===== config.mk =====
export PLATFORM = sky130hd
export DESIGN_NAME = invsqrt_rr_scheduler_flat
export DESIGN_NICKNAME = d
export VERILOG_FILES = /design/src/rtl/invsqrt_rr_scheduler_if.sv /design/src/rtl/invsqrt_rr_scheduler.sv /design/src/flat_wrapper.sv
export SDC_FILE = /design/constraint.sdc
export NUM_CORES = 1
export LEC_CHECK = 0
export CORE_AREA = 4 4 117 119
export DETAILED_ROUTE_END_ITERATION = 8
export DIE_AREA = 0 0 121 123
export PLACE_DENSITY = 0.84
export SLEW_MARGIN = 0
export SYNTH_ARGS = -nofsm -noshare
export SYNTH_HDL_FRONTEND = slang
export SYNTH_SLANG_ARGS = --single-unit

===== constraint.sdc =====
create_clock -name clk -period 6.75 [get_ports clk]
set_clock_uncertainty 0.15 [all_clocks]
set_input_delay 1.35 -clock clk [delete_from_list [all_inputs] [get_ports clk]]
set_output_delay 1.35 -clock clk [all_outputs]
set_load 0.1 [all_outputs]

===== src/rtl/invsqrt_rr_scheduler_if.sv =====
// Requester-side bus of invsqrt_rr_scheduler: operand handshake plus one-hot result return.
// master = requester/consumer side, slave = scheduler side.
interface invsqrt_rr_scheduler_if #(
    parameter int NUM_REQ = 4
);
    logic [NUM_REQ-1:0]    req_valid;
    logic [32*NUM_REQ-1:0] req_data;
    logic [NUM_REQ-1:0]    req_ready;
    logic                  rsp_stall;
    logic [NUM_REQ-1:0]    rsp_valid;
    logic [30:0]           rsp_data;

    modport master (
        output req_valid, req_data, rsp_stall,
        input  req_ready, rsp_valid, rsp_data
    );

    modport slave (
        input  req_valid, req_data, rsp_stall,
        output req_ready, rsp_valid, rsp_data
    );
endinterface


===== src/rtl/invsqrt_rr_scheduler.sv =====
// Round-robin sharing of one invsqrt_pipeline among NUM_REQ requesters.
// A tag FIFO remembers the owner of each in-flight op so results are routed back in issue order.
module invsqrt_rr_scheduler #(
    parameter int NUM_REQ      = 4,
    parameter int MAX_INFLIGHT = 16
) (
    input  logic                         clk,
    input  logic                         rstn,
    invsqrt_rr_scheduler_if.slave        bus,
    input  logic                         drain_req,
    input  logic                         resume,
    output logic                         drain_done,
    output logic                         pipe_ce,
    output logic [31:0]                  pipe_din,
    output logic                         pipe_backprn,
    input  logic [30:0]                  pipe_dout,
    input  logic                         pipe_ready,
    output logic                         err_underflow
);
    localparam int IDW = (NUM_REQ > 1) ? $clog2(NUM_REQ) : 1;
    localparam int AW  = (MAX_INFLIGHT > 1) ? $clog2(MAX_INFLIGHT) : 1;
    localparam int CW  = AW + 1;

    typedef enum logic [1:0] {ST_RUN, ST_DRAIN, ST_HALT} state_t;

    state_t               r_state;
    logic [IDW-1:0]       r_rr;
    logic [CW-1:0]        r_inflight;
    logic [AW-1:0]        r_wr_ptr;
    logic [AW-1:0]        r_rd_ptr;
    logic [IDW-1:0]       r_tag [MAX_INFLIGHT];
    logic                 r_pipe_ce;
    logic [31:0]          r_pipe_din;
    logic [NUM_REQ-1:0]   r_rsp_valid;
    logic [30:0]          r_rsp_data;
    logic                 r_drain_done;
    logic                 r_err;

    logic                 w_issue_en;
    logic                 w_found;
    logic                 w_fire;
    logic                 w_pop;
    logic                 w_underflow;
    logic                 w_empty;
    logic [IDW-1:0]       w_gid;
    logic [IDW-1:0]       w_idx;
    logic [NUM_REQ-1:0]   w_grant;

    assign w_empty     = (r_inflight == '0);
    // rstn gates the combinational grant so req_ready reads 0 throughout reset
    assign w_issue_en  = rstn & (r_state == ST_RUN) & ~bus.rsp_stall
                       & (r_inflight < CW'(MAX_INFLIGHT));
    assign w_pop       = pipe_ready & ~bus.rsp_stall & ~w_empty;
    assign w_underflow = pipe_ready & ~bus.rsp_stall & w_empty;
    assign w_fire      = w_issue_en & w_found;

    // First requesting id strictly after the rr pointer, wrapping around.
    always_comb begin
        w_found = 1'b0;
        w_gid   = r_rr;
        w_idx   = '0;
        w_grant = '0;
        for (int unsigned k = 1; k <= NUM_REQ; k++) begin
            w_idx = IDW'((32'(r_rr) + k) % 32'(NUM_REQ));
            if (!w_found && bus.req_valid[w_idx]) begin
                w_found = 1'b1;
                w_gid   = w_idx;
            end
        end
        if (w_issue_en && w_found) begin
            w_grant[w_gid] = 1'b1;
        end
    end

    always_ff @(posedge clk) begin
        if (w_fire) begin
            r_tag[r_wr_ptr] <= w_gid;
        end
    end

    always_ff @(posedge clk or negedge rstn) begin
        if (!rstn) begin
            r_state      <= ST_RUN;
            r_rr         <= IDW'(NUM_REQ - 1);
            r_inflight   <= '0;
            r_wr_ptr     <= '0;
            r_rd_ptr     <= '0;
            r_pipe_ce    <= 1'b0;
            r_pipe_din   <= '0;
            r_rsp_valid  <= '0;
            r_rsp_data   <= '0;
            r_drain_done <= 1'b0;
            r_err        <= 1'b0;
        end else begin
            r_pipe_ce    <= w_fire;
            r_rsp_valid  <= '0;
            r_drain_done <= 1'b0;

            if (w_fire) begin
                r_rr       <= w_gid;
                r_wr_ptr   <= r_wr_ptr + 1'b1;
                r_pipe_din <= bus.req_data[32*w_gid +: 32];
            end

            if (w_pop) begin
                r_rd_ptr                  <= r_rd_ptr + 1'b1;
                r_rsp_valid[r_tag[r_rd_ptr]] <= 1'b1;
                r_rsp_data                <= pipe_dout;
            end

            case ({w_fire, w_pop})
                2'b10:   r_inflight <= r_inflight + 1'b1;
                2'b01:   r_inflight <= r_inflight - 1'b1;
                default: r_inflight <= r_inflight;
            endcase

            if (w_underflow) begin
                r_err <= 1'b1;
            end

            // pipe_ce==0 ensures the last issued op has actually entered the pipeline
            case (r_state)
                ST_RUN: begin
                    if (drain_req) r_state <= ST_DRAIN;
                end
                ST_DRAIN: begin
                    if (w_empty && !r_pipe_ce) begin
                        r_state      <= ST_HALT;
                        r_drain_done <= 1'b1;
                    end
                end
                ST_HALT: begin
                    if (resume) r_state <= ST_RUN;
                end
                default: r_state <= ST_RUN;
            endcase
        end
    end

    assign bus.req_ready = w_grant;
    assign bus.rsp_valid = r_rsp_valid;
    assign bus.rsp_data  = r_rsp_data;
    assign pipe_ce       = r_pipe_ce;
    assign pipe_din      = r_pipe_din;
    assign pipe_backprn  = ~bus.rsp_stall;
    assign drain_done    = r_drain_done;
    assign err_underflow = r_err;
endmodule


===== src/flat_wrapper.sv =====
// flat-port wrapper written by rule: the top's interface ports become plain ports
module invsqrt_rr_scheduler_flat 
#(
    parameter int NUM_REQ      = 4,
    parameter int MAX_INFLIGHT = 16
)
  (clk, rstn, drain_req, resume, drain_done, pipe_ce, pipe_din, pipe_backprn, pipe_dout, pipe_ready, err_underflow, bus_req_valid, bus_req_data, bus_rsp_stall, bus_req_ready, bus_rsp_valid, bus_rsp_data);
  invsqrt_rr_scheduler_if #(.NUM_REQ(NUM_REQ)) bus_i ();
  input  logic clk;
  input  logic rstn;
  input  logic drain_req;
  input  logic resume;
  output logic drain_done;
  output logic pipe_ce;
  output logic [31:0] pipe_din;
  output logic pipe_backprn;
  input  logic [30:0] pipe_dout;
  input  logic pipe_ready;
  output logic err_underflow;
  input wire logic [$bits(bus_i.req_valid)-1:0] bus_req_valid;
  input wire logic [$bits(bus_i.req_data)-1:0] bus_req_data;
  input wire logic [$bits(bus_i.rsp_stall)-1:0] bus_rsp_stall;
  output wire logic [$bits(bus_i.req_ready)-1:0] bus_req_ready;
  output wire logic [$bits(bus_i.rsp_valid)-1:0] bus_rsp_valid;
  output wire logic [$bits(bus_i.rsp_data)-1:0] bus_rsp_data;
  assign bus_i.req_valid = bus_req_valid;
  assign bus_i.req_data = bus_req_data;
  assign bus_i.rsp_stall = bus_rsp_stall;
  assign bus_req_ready = bus_i.req_ready;
  assign bus_rsp_valid = bus_i.rsp_valid;
  assign bus_rsp_data = bus_i.rsp_data;
  invsqrt_rr_scheduler #(.NUM_REQ(NUM_REQ), .MAX_INFLIGHT(MAX_INFLIGHT)) u_core (.clk(clk), .rstn(rstn), .bus(bus_i), .drain_req(drain_req), .resume(resume), .drain_done(drain_done), .pipe_ce(pipe_ce), .pipe_din(pipe_din), .pipe_backprn(pipe_backprn), .pipe_dout(pipe_dout), .pipe_ready(pipe_ready), .err_underflow(err_underflow));
endmodule

==> run metrics <==
hold_buf cts=0; WHS=322.0 ps; fmax=between 0.15 and 0.2 GHz; final WL=16.01 mm; Final Hold Vio Count=0; Yosys top cell area share=37.49%; min Tclk post-route=5062 ps; ratio of cells with drive above 1 in the final layout=around 7.5%; top_reg_cell synth=dfrtp_1; post-synthesis mux area share=15.64%; Ant. Diodes=0; multi-input logic area=2367 um2; compound-gate portion of the synthesized area=~7.9%; DR vias/cell=slightly above 5; gr ovfl total=0; die height=approximately 120 um; post-synthesis xor/xnor area fraction=1.853%; register area=3141 um2; Synth Instances=roughly 500; Ys Warns=0; DRC=0; Placer Congestion=0.8410; number of distinct library cells after synthesis=44; row count=41; fin nets=913; area grow syn2layout=54.43%; RSZ-0062 raised after global routing=no; Skew-Pair Late Insertion Delay=400 ps; arrival time worst endpoint=5230 ps; post-synthesis adder-cell area fraction=1.985%; top cell type by total area after synthesis=dfrtp_1; Syn Std Cell Area=5673 um2; post-route ant nets=0; Lkg Pwr=3.850 nW; Max-slew headroom=between 20% and 30%; CTS clk-pin slew, worst paths=50 ps; cell count of the worst reg-to-reg path=12; dpl hpwl=12.41 mm; post-synthesis sequential area ratio=55.36%; CTS resizes=0; synth cell count leaders=139 x nand2_1, 85 x dfrtp_1, 65 x mux2i_1; Hold Crit Depth=2; die area=14880 um2; # Max-Cap Violations=0; CP Capture Type=register; dpl cell area=8222 um2; Post-CTS Setup Bufs=0; initial antenna violation count=0; Mean Syn Cell Area=11.41 um2; Vias=4683; Placed Cells=about 890; Hold Crit Class=register to register; Chip Width=121 um; cell area power density=a little under 500 nW/um2; status=finished clean; gr usage total=between 20% and 30%; cts bufs inserted=17; Layout fillers=roughly 880; type of origin of the critical path=primary input; Crit Path Class=primary input to register; VDD IR-drop max=0.0003090 V; Slew Viols, Final=0; First-pass DRT Iterations=4; Final Cycle Share=75.00%; largest family of logic cells by synthesized area=multiplexers; Post-Synth Simple-Gate Area=13.98%; most common cell in the netlist=nand2_1; Post-synth EDFFs=32; CTS tree=done; WL/cell=17.44 um; IO Pins=244; initial drt markers=~240; TNS Setup=0 ps; worst slew pin tran=approximately 1200 ps; clk root buf=clkbuf_16; Worst EP required=just under 7000 ps; Final Setup Violations=0; largest net degree at the start of global routing=63; syn nets=675; Crit Path Max Fanout=37; IO buf count=roughly 240; area of the core=12570 um2; Initial Util=a little under half; CTS sink count=about 120; number of global-route vias before repair=4950; ys async rst share=73.11%; Finished Cell Area=8761 um2; non-filler cells in the finished layout=just over 900; Seq cells post-synth=119; global-route wire length before repair=approximately 25 mm; top cells by area, synth=dfrtp_1 37%, edfxtp_1 17%, mux2i_1 11%; CTS Buffer Depth=2; CTS HTree Levels=4
where the power goes:
part           internal [mW]  total [mW]  switching (mW)
clock network          0.523       0.800           0.277
logic                  0.680        2.27            1.59
registers              0.970        1.15           0.179
total                   2.17        4.22            2.05
metrics by stage:
step,setup WS [ps],util [%],power (mW)
2_1_floorplan,1456,-,2.838
3_3_place_gp,1465,65.42,3.380
3_5_place_dp,1270,65.42,3.431
4_1_cts,1723,69.71,4.251
5_1_grt,1294,69.71,4.408
6_report,1688,69.71,4.219
registers in the layout, summed over array words and instances, names as in the netlist:
signal	cells
u_core.bus.rsp_data	31
u_core.bus.rsp_valid	4
u_core.drain_done	1
u_core.err_underflow	1
u_core.pipe_ce	1
u_core.pipe_din	32
u_core.r_inflight	5
u_core.r_rd_ptr	4
u_core.r_rr	2
u_core.r_state	2
u_core.r_tag	32
u_core.r_wr_ptr	4
cell usage in the layout, fill, tap and decap left out, drive strengths merged, types with 2 or more instances in the layout:
master and instances:
mux2i 65, nor3b 3, o22ai 2, a21oi 4, edfxtp 32, ha 9
dfstp 2, or2 2, o221ai 33, clkinv 3, mux4 10, xnor2 7
clkdlybuf4s50 238, nor2 12, a211oi 2, a21o 3, clkbuf 27, and3 6
inv 9, dfrtp 85, xor2 5, nand4 2, and2 12, o21ai 4
nand2 139, o21a 2, buf 11, nand2b 4, nor3 3
per-layer routing:
layer / part of all wire (%) / GRT usage [%] / up-vias
li1: - / - / 2243
met1: 38 / 25.51 / 2193
met2: 51 / 39.22 / 229
met3: 9.0 / 7.182 / 18
met4: 1.5 / 6.870 / 0
met5: 0 / 0 / -
critical path: stages:
cell,delay [ps]
clkdlybuf4s50_1,440
nor2b_1,160
nand2_1,680
inv_2,800
ha_1,480
xor2_1,180
ha_1,200
a21boi_0,200
o221ai_1,170
a21o_1,200
a21oi_1,190
xor2_1,160
final cells by class:
class                           count  share of cell area [%]
Multi-Input combinational cell    339                   27.02
Tap cell                          172                   2.456
Timing Repair Buffer              249                   28.13
Clock inverter                      3                  0.1714
Clock buffer                       27                   5.984
Sequential cell                   119                   35.85
Inverter                            9                  0.3856
worst paths after layout:
kind	end	slack (ps)	start
worst max-delay path	u_core.r_inflight[4]$_DFFE_PN0P_	1690	bus_rsp_stall
worst min-delay path	u_core.bus.rsp_data[10]$_DFFE_PN0P_	320	u_core.bus.rsp_data[10]$_DFFE_PN0P_
worst max register to register	u_core.r_inflight[4]$_DFFE_PN0P_	2390	u_core.r_inflight[1]$_DFFE_PN0P_
worst min register to register	u_core.bus.rsp_data[10]$_DFFE_PN0P_	320	u_core.bus.rsp_data[10]$_DFFE_PN0P_
max in group asynchronous	u_core.pipe_ce$_DFF_PN0_	4620	rstn
min in group asynchronous	u_core.bus.rsp_data[5]$_DFFE_PN0P_	720	rstn
cells by family after synthesis:
kind of cell	count (synthesis)
buffers and inverters	39
and+or+nand+nor	187
adders and majority gates	9
muxes	76
DFF	119
xor gates and xnor gates	12
AOI/OAI and AO/OA	55
No activity file was read; power rests on OpenSTA's default activity.
